$ cat src/rtl/ysyx_24100006_clint_slave_if.sv
// AXI4 bus bundle between the crossbar's CLINT port and the CLINT responder.
// The master modport drives requests; the slave modport answers them.
interface ysyx_24100006_clint_slave_if;
  logic        awvalid;
  logic        awready;
  logic [31:0] awaddr;
  logic [7:0]  awlen;
  logic [2:0]  awsize;
  logic        wvalid;
  logic        wready;
  logic [31:0] wdata;
  logic [3:0]  wstrb;
  logic        wlast;
  logic        bvalid;
  logic        bready;
  logic [1:0]  bresp;
  logic        arvalid;
  logic        arready;
  logic [31:0] araddr;
  logic [7:0]  arlen;
  logic [2:0]  arsize;
  logic        rvalid;
  logic        rready;
  logic [31:0] rdata;
  logic [1:0]  rresp;
  logic        rlast;

  modport master (
    output awvalid, awaddr, awlen, awsize,
    output wvalid, wdata, wstrb, wlast,
    output bready,
    output arvalid, araddr, arlen, arsize,
    output rready,
    input  awready, wready, bvalid, bresp,
    input  arready, rvalid, rdata, rresp, rlast
  );

  modport slave (
    input  awvalid, awaddr, awlen, awsize,
    input  wvalid, wdata, wstrb, wlast,
    input  bready,
    input  arvalid, araddr, arlen, arsize,
    input  rready,
    output awready, wready, bvalid, bresp,
    output arready, rvalid, rdata, rresp, rlast
  );
endinterface

$ cat src/rtl/ysyx_24100006_clint_slave.sv
// CLINT AXI4 responder: prescaled 64-bit mtime, snapshot-based burst reads and
// single-beat mtime writes, with independent read and write state machines.
module ysyx_24100006_clint_slave #(
  parameter logic [31:0] BASE_ADDR = 32'h0200_0000,
  parameter logic [31:0] WIN_SIZE  = 32'h0001_0000,
  parameter int unsigned TICK_DIV  = 1
) (
  input logic clk,
  input logic reset,
  ysyx_24100006_clint_slave_if.slave bus
);

  localparam logic [31:0] PRESC_MAX = 32'(TICK_DIV - 1);
  localparam logic [32:0] WIN_END   = {1'b0, BASE_ADDR} + {1'b0, WIN_SIZE};

  // Only the 8 bytes at the bottom of the window map onto mtime.
  function automatic logic beat_ok(input logic [31:0] addr);
    return (addr >= BASE_ADDR) && ({1'b0, addr} < WIN_END) &&
           (((addr - BASE_ADDR) & 32'h0000_FFF8) == 32'd0);
  endfunction

  function automatic logic beat_hi(input logic [31:0] addr);
    return ((addr - BASE_ADDR) & 32'h0000_0004) != 32'd0;
  endfunction

  typedef enum logic {RD_IDLE, RD_DATA} rd_state_t;
  typedef enum logic [1:0] {WR_IDLE, WR_DATA, WR_RESP} wr_state_t;

  rd_state_t   rd_state_reg, rd_state_next;
  logic [31:0] rd_addr_reg, rd_addr_next;
  logic [8:0]  rd_beats_reg, rd_beats_next;
  logic [63:0] snap_reg, snap_next;

  wr_state_t   wr_state_reg, wr_state_next;
  logic [31:0] wr_addr_reg, wr_addr_next;
  logic        wr_err_reg, wr_err_next;
  logic        wr_first_reg, wr_first_next;
  logic        mtime_wr_en;

  logic [63:0] mtime_reg, mtime_next;
  logic [31:0] presc_reg, presc_next;
  logic        tick;

  logic        rd_ok;
  logic        wr_hi;
  logic [31:0] half_old;
  logic [31:0] half_new;
  logic [63:0] mtime_wdata;

  logic unused_size;
  assign unused_size = ^{bus.awsize, bus.arsize};

  // Read channel: one snapshot per AR, beats walk the address by 4.
  always_comb begin
    rd_state_next = rd_state_reg;
    rd_addr_next  = rd_addr_reg;
    rd_beats_next = rd_beats_reg;
    snap_next     = snap_reg;
    case (rd_state_reg)
      RD_IDLE: begin
        if (bus.arvalid) begin
          rd_addr_next  = bus.araddr;
          rd_beats_next = {1'b0, bus.arlen} + 9'd1;
          snap_next     = mtime_reg;
          rd_state_next = RD_DATA;
        end
      end
      RD_DATA: begin
        if (bus.rready) begin
          if (rd_beats_reg == 9'd1) begin
            rd_state_next = RD_IDLE;
          end else begin
            rd_addr_next  = rd_addr_reg + 32'd4;
            rd_beats_next = rd_beats_reg - 9'd1;
          end
        end
      end
      default: rd_state_next = RD_IDLE;
    endcase
  end

  assign rd_ok       = beat_ok(rd_addr_reg);
  assign bus.arready = (rd_state_reg == RD_IDLE);
  assign bus.rvalid  = (rd_state_reg == RD_DATA);
  assign bus.rlast   = bus.rvalid && (rd_beats_reg == 9'd1);
  assign bus.rdata   = (bus.rvalid && rd_ok) ?
                       (beat_hi(rd_addr_reg) ? snap_reg[63:32] : snap_reg[31:0]) : 32'd0;
  assign bus.rresp   = (bus.rvalid && !rd_ok) ? 2'b10 : 2'b00;

  // Write channel: the error verdict is fixed at AW time; only the first beat may update.
  always_comb begin
    wr_state_next = wr_state_reg;
    wr_addr_next  = wr_addr_reg;
    wr_err_next   = wr_err_reg;
    wr_first_next = wr_first_reg;
    mtime_wr_en   = 1'b0;
    case (wr_state_reg)
      WR_IDLE: begin
        if (bus.awvalid) begin
          wr_addr_next  = bus.awaddr;
          wr_err_next   = (bus.awlen != 8'd0) || !beat_ok(bus.awaddr);
          wr_first_next = 1'b1;
          wr_state_next = WR_DATA;
        end
      end
      WR_DATA: begin
        if (bus.wvalid) begin
          mtime_wr_en   = wr_first_reg && !wr_err_reg;
          wr_first_next = 1'b0;
          if (bus.wlast) begin
            wr_state_next = WR_RESP;
          end
        end
      end
      WR_RESP: begin
        if (bus.bready) begin
          wr_state_next = WR_IDLE;
        end
      end
      default: wr_state_next = WR_IDLE;
    endcase
  end

  assign bus.awready = (wr_state_reg == WR_IDLE);
  assign bus.wready  = (wr_state_reg == WR_DATA);
  assign bus.bvalid  = (wr_state_reg == WR_RESP);
  assign bus.bresp   = (bus.bvalid && wr_err_reg) ? 2'b10 : 2'b00;

  assign wr_hi    = beat_hi(wr_addr_reg);
  assign half_old = wr_hi ? mtime_reg[63:32] : mtime_reg[31:0];

  genvar gi;
  generate
    for (gi = 0; gi < 4; gi++) begin : g_byte_merge
      assign half_new[gi*8 +: 8] = bus.wstrb[gi] ? bus.wdata[gi*8 +: 8] : half_old[gi*8 +: 8];
    end
  endgenerate

  assign mtime_wdata = wr_hi ? {half_new, mtime_reg[31:0]} : {mtime_reg[63:32], half_new};

  // A write landing on a prescaler wrap swallows that increment.
  assign tick       = (presc_reg == PRESC_MAX);
  assign presc_next = tick ? 32'd0 : presc_reg + 32'd1;
  assign mtime_next = mtime_wr_en ? mtime_wdata :
                      tick        ? mtime_reg + 64'd1 : mtime_reg;

  always_ff @(posedge clk or negedge reset) begin
    if (!reset) begin
      rd_state_reg <= RD_IDLE;
      rd_addr_reg  <= 32'd0;
      rd_beats_reg <= 9'd0;
      snap_reg     <= 64'd0;
      wr_state_reg <= WR_IDLE;
      wr_addr_reg  <= 32'd0;
      wr_err_reg   <= 1'b0;
      wr_first_reg <= 1'b0;
      mtime_reg    <= 64'd0;
      presc_reg    <= 32'd0;
    end else begin
      rd_state_reg <= rd_state_next;
      rd_addr_reg  <= rd_addr_next;
      rd_beats_reg <= rd_beats_next;
      snap_reg     <= snap_next;
      wr_state_reg <= wr_state_next;
      wr_addr_reg  <= wr_addr_next;
      wr_err_reg   <= wr_err_next;
      wr_first_reg <= wr_first_next;
      mtime_reg    <= mtime_next;
      presc_reg    <= presc_next;
    end
  end

endmodule

$ cat src/flat_wrapper.sv
// flat-port wrapper written by rule: the top's interface ports become plain ports
module ysyx_24100006_clint_slave_flat 
#(
  parameter logic [31:0] BASE_ADDR = 32'h0200_0000,
  parameter logic [31:0] WIN_SIZE  = 32'h0001_0000,
  parameter int unsigned TICK_DIV  = 1
)
  (clk, reset, bus_awvalid, bus_awaddr, bus_awlen, bus_awsize, bus_wvalid, bus_wdata, bus_wstrb, bus_wlast, bus_bready, bus_arvalid, bus_araddr, bus_arlen, bus_arsize, bus_rready, bus_awready, bus_wready, bus_bvalid, bus_bresp, bus_arready, bus_rvalid, bus_rdata, bus_rresp, bus_rlast);
  ysyx_24100006_clint_slave_if bus_i ();
  input logic clk;
  input logic reset;
  input wire logic [$bits(bus_i.awvalid)-1:0] bus_awvalid;
  input wire logic [$bits(bus_i.awaddr)-1:0] bus_awaddr;
  input wire logic [$bits(bus_i.awlen)-1:0] bus_awlen;
  input wire logic [$bits(bus_i.awsize)-1:0] bus_awsize;
  input wire logic [$bits(bus_i.wvalid)-1:0] bus_wvalid;
  input wire logic [$bits(bus_i.wdata)-1:0] bus_wdata;
  input wire logic [$bits(bus_i.wstrb)-1:0] bus_wstrb;
  input wire logic [$bits(bus_i.wlast)-1:0] bus_wlast;
  input wire logic [$bits(bus_i.bready)-1:0] bus_bready;
  input wire logic [$bits(bus_i.arvalid)-1:0] bus_arvalid;
  input wire logic [$bits(bus_i.araddr)-1:0] bus_araddr;
  input wire logic [$bits(bus_i.arlen)-1:0] bus_arlen;
  input wire logic [$bits(bus_i.arsize)-1:0] bus_arsize;
  input wire logic [$bits(bus_i.rready)-1:0] bus_rready;
  output wire logic [$bits(bus_i.awready)-1:0] bus_awready;
  output wire logic [$bits(bus_i.wready)-1:0] bus_wready;
  output wire logic [$bits(bus_i.bvalid)-1:0] bus_bvalid;
  output wire logic [$bits(bus_i.bresp)-1:0] bus_bresp;
  output wire logic [$bits(bus_i.arready)-1:0] bus_arready;
  output wire logic [$bits(bus_i.rvalid)-1:0] bus_rvalid;
  output wire logic [$bits(bus_i.rdata)-1:0] bus_rdata;
  output wire logic [$bits(bus_i.rresp)-1:0] bus_rresp;
  output wire logic [$bits(bus_i.rlast)-1:0] bus_rlast;
  assign bus_i.awvalid = bus_awvalid;
  assign bus_i.awaddr = bus_awaddr;
  assign bus_i.awlen = bus_awlen;
  assign bus_i.awsize = bus_awsize;
  assign bus_i.wvalid = bus_wvalid;
  assign bus_i.wdata = bus_wdata;
  assign bus_i.wstrb = bus_wstrb;
  assign bus_i.wlast = bus_wlast;
  assign bus_i.bready = bus_bready;
  assign bus_i.arvalid = bus_arvalid;
  assign bus_i.araddr = bus_araddr;
  assign bus_i.arlen = bus_arlen;
  assign bus_i.arsize = bus_arsize;
  assign bus_i.rready = bus_rready;
  assign bus_awready = bus_i.awready;
  assign bus_wready = bus_i.wready;
  assign bus_bvalid = bus_i.bvalid;
  assign bus_bresp = bus_i.bresp;
  assign bus_arready = bus_i.arready;
  assign bus_rvalid = bus_i.rvalid;
  assign bus_rdata = bus_i.rdata;
  assign bus_rresp = bus_i.rresp;
  assign bus_rlast = bus_i.rlast;
  ysyx_24100006_clint_slave #(.BASE_ADDR(BASE_ADDR), .WIN_SIZE(WIN_SIZE), .TICK_DIV(TICK_DIV)) u_core (.clk(clk), .reset(reset), .bus(bus_i));
endmodule
$ cat config.mk
export PLATFORM = sky130hd
export DESIGN_NAME = ysyx_24100006_clint_slave_flat
export DESIGN_NICKNAME = d
export VERILOG_FILES = /design/src/rtl/ysyx_24100006_clint_slave_if.sv /design/src/rtl/ysyx_24100006_clint_slave.sv /design/src/flat_wrapper.sv
export SDC_FILE = /design/constraint.sdc
export NUM_CORES = 1
export LEC_CHECK = 0
export CELL_PAD_IN_SITES_DETAIL_PLACEMENT = 1
export CELL_PAD_IN_SITES_GLOBAL_PLACEMENT = 1
export CORE_ASPECT_RATIO = 1.5
export CORE_UTILIZATION = 35
export CTS_CLUSTER_DIAMETER = 120
export DETAILED_ROUTE_END_ITERATION = 10
export GPL_TIMING_DRIVEN = 0
export PLACE_DENSITY_LB_ADDON = 0.1
export SLEW_MARGIN = 25
export SYNTH_ARGS = -nofsm -noshare
export SYNTH_HDL_FRONTEND = slang
export SYNTH_SLANG_ARGS = --single-unit
export TNS_END_PERCENT = 5
$ cat constraint.sdc
create_clock -name clk -period 2.9 [get_ports clk]
set_input_delay 0.725 -clock clk [delete_from_list [all_inputs] [get_ports clk]]
set_output_delay 0.725 -clock clk [all_outputs]
set_load 0.01 [all_outputs]
* After elaboration in Yosys (flattened, before gate mapping) *
Index checks and enable logic that the tools add are counted.

storage, ports and cells
  bits in registers = 209

cells by class
  equal/unequal tests = 12
  reduce and logical (&&, ||, !) cells = 27
  bitwise gates (word level) = 1
  muxes and demuxes = 35
  add/sub/neg operators = 8
  order comparisons = 4

operators by type and width
  cell                   count
  $mux 32                7
  $mux 64                3
  $logic_not 32->1       3
  $add 64x1->64 const B  1
  $ge 32x26->1 const B   2
  $lt 32x26->1 const B   2
  $pmux 32 s2            1
  $add 32x1->32 const B  1
  $add 32x3->32 const B  1
  $mux 8                 4
  $sub 16x1->16 const B  2
  $mux 9                 3
  $ne 2x2->1 const B     9
  $pmux 9 s2             1
  $mux 2                 6
  $add 8x1->9 const B    1
  $eq 9x1->1 const B     1
  $logic_and 1x1->1      9
  $sub 9x1->9 const B    1
  $reduce_and 2->1       4
  $reduce_bool 8->1      1
  $mux 1                 7
  $pmux 2 s3             1
  $reduce_and 3->1       2
  10 further kinds       14

* Logic depth before layout (Yosys ltp) *
Gate-level depths: netlist of the first run.

  depth after elaboration = 6
  depth in mapped cells = 10
  mapped depth without buffers = 8

* Least setup slack after synthesis of the first run *
No wires, ideal clock.

  kind = register to output
  start point = register u_core.rd_addr_reg[15]
  end point = output bus_rdata[10]
  buffers on the path = 2
  required time = 2.175 ns
  cell stages (with the launch flop) = 8
  path slack = 0.519 ns
  arrival = 1.656 ns
  path through = dfrtp_1 -> clkbuf_2 -> nor4_1 -> nand4_1 -> a311oi_1 -> nand2_1 -> clkbuf_1 -> nor2_1

between the ends
  longest elaborated chain between the ends = 5
  elaborated cells on any way between the ends = 8
  classes of those cells = add/sub: 1; order compare: 2; mux: 1; reduce/logical: 4

ends and longest elaborated chain
  item                                                          line                                                              text
  from (decl)                                                   ysyx_24100006_clint_slave.sv:30                                   logic [31:0] rd_addr_reg, rd_addr_next;
  from (signal assigned)                                        ysyx_24100006_clint_slave.sv:161                                  rd_addr_reg <= rd_addr_next;
  $sub 16x1->16 (tied with other cells)                         ysyx_24100006_clint_slave.sv:19                                   (((addr - BASE_ADDR) & 32'h0000_FFF8) == 32'd0);
  $logic_not 32->1 / $logic_and 1x1->1 (equally long branches)  ysyx_24100006_clint_slave.sv:19, ysyx_24100006_clint_slave.sv:18
  $logic_and 1x1->1 (*)                                         ysyx_24100006_clint_slave.sv:18                                   return (addr >= BASE_ADDR) && ({1'b0, addr} < WIN_END) &&
  $logic_and 1x1->1 (*)                                         ysyx_24100006_clint_slave.sv:86                                   assign bus.rdata = (bus.rvalid && rd_ok) ?
  $mux 32 (*)                                                   ysyx_24100006_clint_slave.sv:86
  to (decl)                                                     flat_wrapper.sv:32                                                output wire logic [$bits(bus_i.rdata)-1:0] bus_rdata;

Every way passes the cells marked *; elsewhere a longest branch is shown, timed or not.

* Worst setup path after layout of the first run *
  start point = register u_core.rd_addr_reg[17]
  end point = output bus_rresp[1]

between the ends
  longest elaborated chain between the ends = 6
  elaborated cells on any way between the ends = 7
  classes of those cells = order compare: 2; mux: 1; reduce/logical: 4

ends and longest elaborated chain
  item                                                 line                             text
  $ge 32x26->1 / $lt 32x26->1 (equally long branches)  ysyx_24100006_clint_slave.sv:18
  $logic_and 1x1->1 (*) (2 in a row)                   ysyx_24100006_clint_slave.sv:18
  $logic_not 1->1 (*)                                  ysyx_24100006_clint_slave.sv:88  assign bus.rresp = (bus.rvalid && !rd_ok) ? 2'b10 : 2'b00;
  $logic_and 1x1->1 (*)                                ysyx_24100006_clint_slave.sv:88
  $mux 2 (*)                                           ysyx_24100006_clint_slave.sv:88
  to (decl)                                            flat_wrapper.sv:33               output wire logic [$bits(bus_i.rresp)-1:0] bus_rresp;

Marked as above.

==> results of run 1 <==
how the worst max path moves through the flow:
stage	from	to	slack [ps]
floorplan	u_core.rd_addr_reg[15]	bus_rdata[10]	520
global placement	reset	u_core.mtime_reg[25]	-8580
detailed placement	bus_wvalid	u_core.mtime_reg[35]	-1070
CTS	u_core.rd_addr_reg[14]	bus_rdata[13]	-330
global route	u_core.rd_addr_reg[14]	bus_rdata[15]	-420
finish	u_core.rd_addr_reg[17]	bus_rresp[1]	-290
per-layer routing:
| layer | vias up | track usage | share of wire |
|---|---|---|---|
| met1 | 6085 | 0.323 | 0.39 |
| met4 | 0 | 0.166 | 0.060 |
| met2 | 406 | 0.507 | 0.51 |
| met5 | - | 0 | 0 |
| li1 | 5617 | - | - |
| met3 | 157 | 0.0319 | 0.043 |
cell type report:
class	count	area share
plain buffers	88	0.0293
clock buffers	32	0.0446
clock inverters	12	0.0106
inverters	29	0.00715
multi-input cells	1113	0.436
flip-flops and latches	205	0.326
well taps	425	0.0338
repair buffers	175	0.112
metrics by stage:
stage / hold WS (ps) / cell area [sq um]
global route: 195 / 15700
floorplan: 429 / 12200
finish: 157 / 15700
CTS: 166 / 15700
global placement: 459 / 14300
detailed placement: 462 / 14400
placed cells by master (no fill, tap or decap), types with 13 or more instances in the layout:
cell and instances:
nand2_1 278, dfrtp_1 201, clkdlybuf4s50_1 123, nor2_1 89
nand3_1 84, a21oi_1 71, mux2i_1 59, o21ai_0 55
nand4_1 42, clkbuf_1 39, and3_1 31, xnor2_1 30
clkbuf_16 29, buf_2 29, inv_1 28, o22ai_1 28
nor4_1 27, buf_6 26, nor3_1 23, nor2_4 18
a31oi_1 16, o211ai_1 15, clkbuf_2 13, nor4_2 13
xor2_1 13, buf_1 13
repair_timing:
item / in CTS / in global routing
resized for setup: 242 / 25
hold buffers: 0 / 0
cloned: 3 / 0
endpoints found under the setup margin: 79 / 66
setup buffers: 10 / 0
pin swaps: 36 / 3
Yosys cell counts, types with 9 or more instances:
cell and count:
a31oi_1 16, o22ai_1 28, o21ai_0 55, buf_1 14, o211ai_1 15, nor4_1 31, and3_1 31, nor2_1 118
buf_2 14, inv_1 29, nand3_1 84, nand2b_1 9, dfrtp_1 205, nor3_1 28, xnor2_1 30, mux2i_1 59
clkbuf_1 53, nand2_1 280, nor4_2 11, and2_1 12, a21oi_1 71, nand4_1 42, xor2_1 13
power by group through the flow:
stage	clock, mW	sequential, mW	combinational (mW)
final	3.36	4.37	3.23
after global routing	3.53	4.48	3.56
after CTS	3.43	4.33	3.25
after detailed placement	0	4.34	3.11
after global placement	0	4.31	3.01
after floorplan	0	4.07	2.01
logic make-up (layout without fill, tap and decap cells):
logic type	after synthesis	count (layout)	share of synthesized area
buffers and inverters	119	336	0.0405
DFF	205	205	0.420
muxes	64	64	0.0529
adders and majority gates	8	8	0.00819
xor gates and xnor gates	43	43	0.0308
other	1	2	0.000307
and+or+nand+nor	706	706	0.290
AOI/OAI and AO/OA	290	290	0.157
==> summary.md, run 1 <==
| Metric | Value |
|---|---|
| Initial antenna violation count | 0 |
| CP Depth | 10 |
| Sw frac | 0.371 |
| Initial Utilization | 0.357 |
| Outcome | finished, violations left |
| Worst skew pair latency | 540 ps |
| Vias post-DR | 12300 |
| Final hold vios | 0 |
| Die Ht | around 230 um |
| CTS buffer count | 24 |
| CP max stage cell | dfrtp_1 |
| RSZ-0062 raised after global routing | true |
| Relative slew slack | 0.363 |
| Leakage Power | around 6.7 nW |
| Max-slew violations | 0 |
| Syn. warnings | 0 |
| # IOs | ~170 |
| R2R depth | 6 |
| Pwr per Cell Area | between 600 and 700 nW/um^2 |
| Largest cells by area after synthesis | dfrtp_1, nand2_1, mux2i_1 |
| # fillers | between 4000 and 5000 |
| Worst EP arrival | around 2500 ps |
| Max_cap viols | 0 |
| Vias in the first global route | between 10000 and 15000 |
| DR vias/cell | between 5 and 6 |
| Die Wd | 155 um |
| Port Buffer Count | 159 |
| WP buf/inv | 6 |
| Avg Inst Size Synth | 8.51 sq um |
| Tot Pwr | ~11 mW |
| Wire per inst | approximately 24 um |
| Seq/Total Area, Yosys | 0.420 |
| R2r endpoint | u_core.mtime_reg[28] |
| Iter 0 DRT Violations | 654 |
| DIE AREA | between 30000 and 40000 sq um |
| Root Buffer | clkbuf_16 |
| Worst Hold Class | in -> async |
| Placer Congestion | slightly above 0.9 |
| Post-synth EDFFs | 0 |
| Critical path type | reg -> out |
| Slowest stage delay, CP | approximately 420 ps |
| CTS tree | built |
| Setup ws final | -292 ps |
| TritonRoute pass-1 iters | 6 |
| Dpl ws | -1070 ps |
| CTS Buffer Depth | 3 |
| Peak supply drop | around 0.37 mV |
| Final Cycle Share | 1.10 |
| Worst-Margin Slew | between 900 and 1000 ps |
| Most numerous cell on the critical path | buf_6 |
| Clock skew | 21.3 ps |
| Synth Flop Type | dfrtp_1 |
| Critical-path cell list | nor4_1 -> nand2_2 -> a311oi_4 -> buf_4 -> buf_6 -> buf_6 -> buf_6 -> buf_6 -> nor2_1 -> buf_2 |
| Psw | about 4 mW |
| Mapped Cells | 1436 |
| Peak Freq | between 300 and 400 MHz |
| First-pass GRT wire length | slightly below 80000 um |
| Endpoint type of the worst setup path | output pin |
| Reg area | approximately 5100 sq um |
| H-tree depth | 1 |
| Share of cells above drive strength 1 | 0.133 |
| Clk slew on worst S/H paths | approximately 70 ps |
| Nets | 1774 |
| Overflow after GRT | 0 |
| Inserted Diodes | 0 |
| Top cell type's share of synthesized area | 0.420 |
| Area Growth Syn to Fin | 28.8% |
| Clk pwr share | 0.307 |
| Final setup fails | 34 |
| Crit path max fanout | 4 |
| Largest net degree at the start of global routing | 76 |
| Worst EP required | between 2000 and 2500 ps |
| Reg2reg start | u_core.presc_reg[27] |
| Post-synth cell types | 81 |
| Cell Area, Synth | ~12000 sq um |
| #FFs+latches synth | 205 |
| # rows | 83 |
| Startpoint types | flip-flop |
| Multi-input logic area | approximately 7000 sq um |
| Asr flop ratio synth | 1.00 |
| Setup TNS | -8270 ps |
| Failing checks | negative setup slack |
| Non-Filler Instances | between 2000 and 2500 |
| Min Tclk post-route | 3190 ps |
| Fin util | 0.459 |
| Internal Power | just under 7 mW |
| DRC violations left | 0 |
| Overall Global Routing Usage | 0.283 |
| Part of the power in registers | 0.398 |
| Total wire length | 49500 um |
| Area of the core | around 34000 sq um |
| Antenna Nets Post-Route | 0 |
| FF-to-FF setup slack | -10 ps |
| DPL Wire Length | 37500 um |
| Inst Count DP | 2024 |
| CTS Sinks | about 210 |
| Combinational power share | 0.295 |
| Cell accounting for the most synthesized area | dfrtp_1 |
| Crit path max-delay family | buffers and inverters |
Note: power is estimated with default switching activity, not from simulation.
==> inputs of run 2 (changes only) <==
--- a/config.mk
+++ b/config.mk
@@ -10,6 +10,7 @@
 export CORE_ASPECT_RATIO = 1.5
 export CORE_UTILIZATION = 35
 export CTS_CLUSTER_DIAMETER = 120
+export CTS_CLUSTER_SIZE = 30
 export DETAILED_ROUTE_END_ITERATION = 10
 export GPL_TIMING_DRIVEN = 0
 export PLACE_DENSITY_LB_ADDON = 0.1
==> summary.md, run 2 (same netlist as run 1, synthesis figures left out) <==
| Metric | Value |
|---|---|
| CTS Sinks | between 200 and 250 |
| Worst-Margin Slew | ~940 ps |
| DIE AREA | about 36000 sq um |
| Post-Route M1 WL | between 15000 and 20000 um |
| Setup TNS | -8340 ps |
| RSZ-0062 raised after global routing | true |
| Final Cycle Share | 1.10 |
| Area Growth Syn to Fin | 24.2% |
| Hold Buf Count CTS | 0 |
| Peak Freq | 313 MHz |
| Share of cells above drive strength 1 | 0.121 |
| Pwr per Cell Area | approximately 600 nW/um^2 |
| # rows | just over 80 |
| DPL Wire Length | approximately 37000 um |
| Initial Utilization | 0.357 |
| CTS buffer count | 10 |
| Worst Hold Class | in -> async |
| Worst skew pair latency | slightly above 500 ps |
| Iter 0 DRT Violations | between 700 and 800 |
| H-tree depth | 1 |
| Most common cell after layout, fill and taps aside | nand2_1 |
| Die Wd | 155 um |
| WL met3 | about 1900 um |
| Critical path type | reg -> out |
| Initial antenna violation count | 0 |
| Vias in the first global route | approximately 13000 |
| Antenna Nets Post-Route | 0 |
| Endpoint type of the worst setup path | output pin |
| Overflow after GRT | 0 |
| Setup ws final | -296 ps |
| Largest net degree at the start of global routing | 76 |
| Max Used Layer | met4 |
| Min Tclk post-route | ~3200 ps |
| Multi-input logic area | ~7000 sq um |
| First-pass GRT wire length | 76500 um |
| Inserted Diodes | 0 |
| CTS tree | built |
| Commonest non-fill, non-tap cells in the layout | nand2_1, dfrtp_1, clkdlybuf4s50_1 |
| Startpoint types | flip-flop |
| # fillers | between 4000 and 5000 |
| Area of the core | around 34000 sq um |
| Root Buffer | clkbuf_16 |
| Clk slew on worst S/H paths | 120 ps |
| Failing checks | negative setup slack |
| Max-slew violations | 0 |
| Metal2 WL | between 20000 and 30000 um |
| DR vias/cell | just under 6 |
| Worst EP arrival | ~2500 ps |
| Final setup fails | 33 |
| Nets | approximately 1800 |
| Crit path max fanout | 5 |
| Dpl ws | -1070 ps |
| Overall Global Routing Usage | 0.278 |
| TritonRoute pass-1 iters | 5 |
| Clock skew | between 30 and 40 ps |
| Die Ht | approximately 230 um |
| Wire per inst | between 20 and 25 um |
| Port Buffer Count | roughly 160 |
| Vias post-DR | around 12000 |
| Relative slew slack | 0.367 |
| Peak supply drop | 0.342 mV |
| DRC violations left | 0 |
| Reg area | 5140 sq um |
| Total wire length | between 40000 and 50000 um |
| CTS Buffer Depth | 3 |
| Outcome | finished, violations left |
| Worst EP required | 2170 ps |
| Placer Congestion | slightly above 0.9 |
| Final hold vios | 0 |
| Leakage Power | roughly 6.4 nW |
| # IOs | roughly 170 |
| Max_cap viols | 0 |
[run 2: changes by cell type in the layout (fill, tap and decap cells not counted), moves of 2 or more]
| cell | delta |
|---|---|
| buf_6 | -2 |
| clkbuf_8 | -5 |
| dfrtp_1 | -2 |
| dfrtp_2 | +2 |
| clkinv_2 | -6 |
| clkbuf_16 | -14 |
| buf_4 | +5 |
| clkbuf_1 | -2 |
| bufinv_16 | -4 |
[run 2: per-stage QoR]
stage | power (mW) | instance area [sq um] | cells | hold slack (ps) | utilization
after floorplan | 6.08 | 12200 | 1437 | 429 | -
after global placement | 7.32 | 14300 | 2021 | 459 | 0.419
after detailed placement | 7.45 | 14400 | 2024 | 462 | 0.421
after CTS | 9.31 | 15100 | 2051 | 201 | 0.440
after global routing | 9.88 | 15200 | 2051 | 227 | 0.443
final | 9.32 | 15200 | 2051 | 192 | 0.443
[run 2: final cells by class]
cell class,instances,share of cell area
multi-input cells,1113,0.452
inverters,29,0.00742
well taps,425,0.0350
plain buffers,88,0.0304
flip-flops and latches,205,0.338
repair buffers,179,0.118
clock inverters,1,0.000495
clock buffers,11,0.0181
[run 2: layer usage]
layer	up-vias	GRT usage
met5	-	0
met4	0	0.135
met3	111	0.0225
met2	394	0.506
met1	6036	0.328
li1	5580	-
[run 2: path summary, 6_finish.rpt]
kind                                        startpoint                endpoint  slack, ps  cells after the start
worst max-delay path            u_core.rd_addr_reg[18]           bus_rdata[17]       -300                      8
max in group asynchronous                        reset    u_core.presc_reg[19]       1500                      3
min in group clk                   u_core.snap_reg[19]     u_core.snap_reg[19]        490                      2
worst max register to register    u_core.presc_reg[27]    u_core.mtime_reg[28]         10                      6
worst min-delay path                             reset  u_core.rd_beats_reg[3]        190                      1
worst min register to register     u_core.snap_reg[19]     u_core.snap_reg[19]        490                      2
[run 2: where the power goes]
part	switching (mW)	internal, mW	total (mW)
registers	0.788	3.55	4.34
clock network	1.01	0.692	1.70
logic	1.97	1.30	3.28
total	3.77	5.55	9.32
[run 2: what timing repair did]
item,4_1_cts,5_1_grt
endpoints found under the setup margin,85,63
pin swaps,32,9
setup buffers,14,1
gates resized for setup,234,33
cloned,3,0
[run 2: worst max-delay path, stage by stage, from the launching register on]
cell       delay (ps)
dfrtp_2           460
nor4_4            310
nand2_2           140
a311oi_4          380
nand2_4           150
buf_6             170
clkbuf_16         160
nor2_4            110
buf_6             110
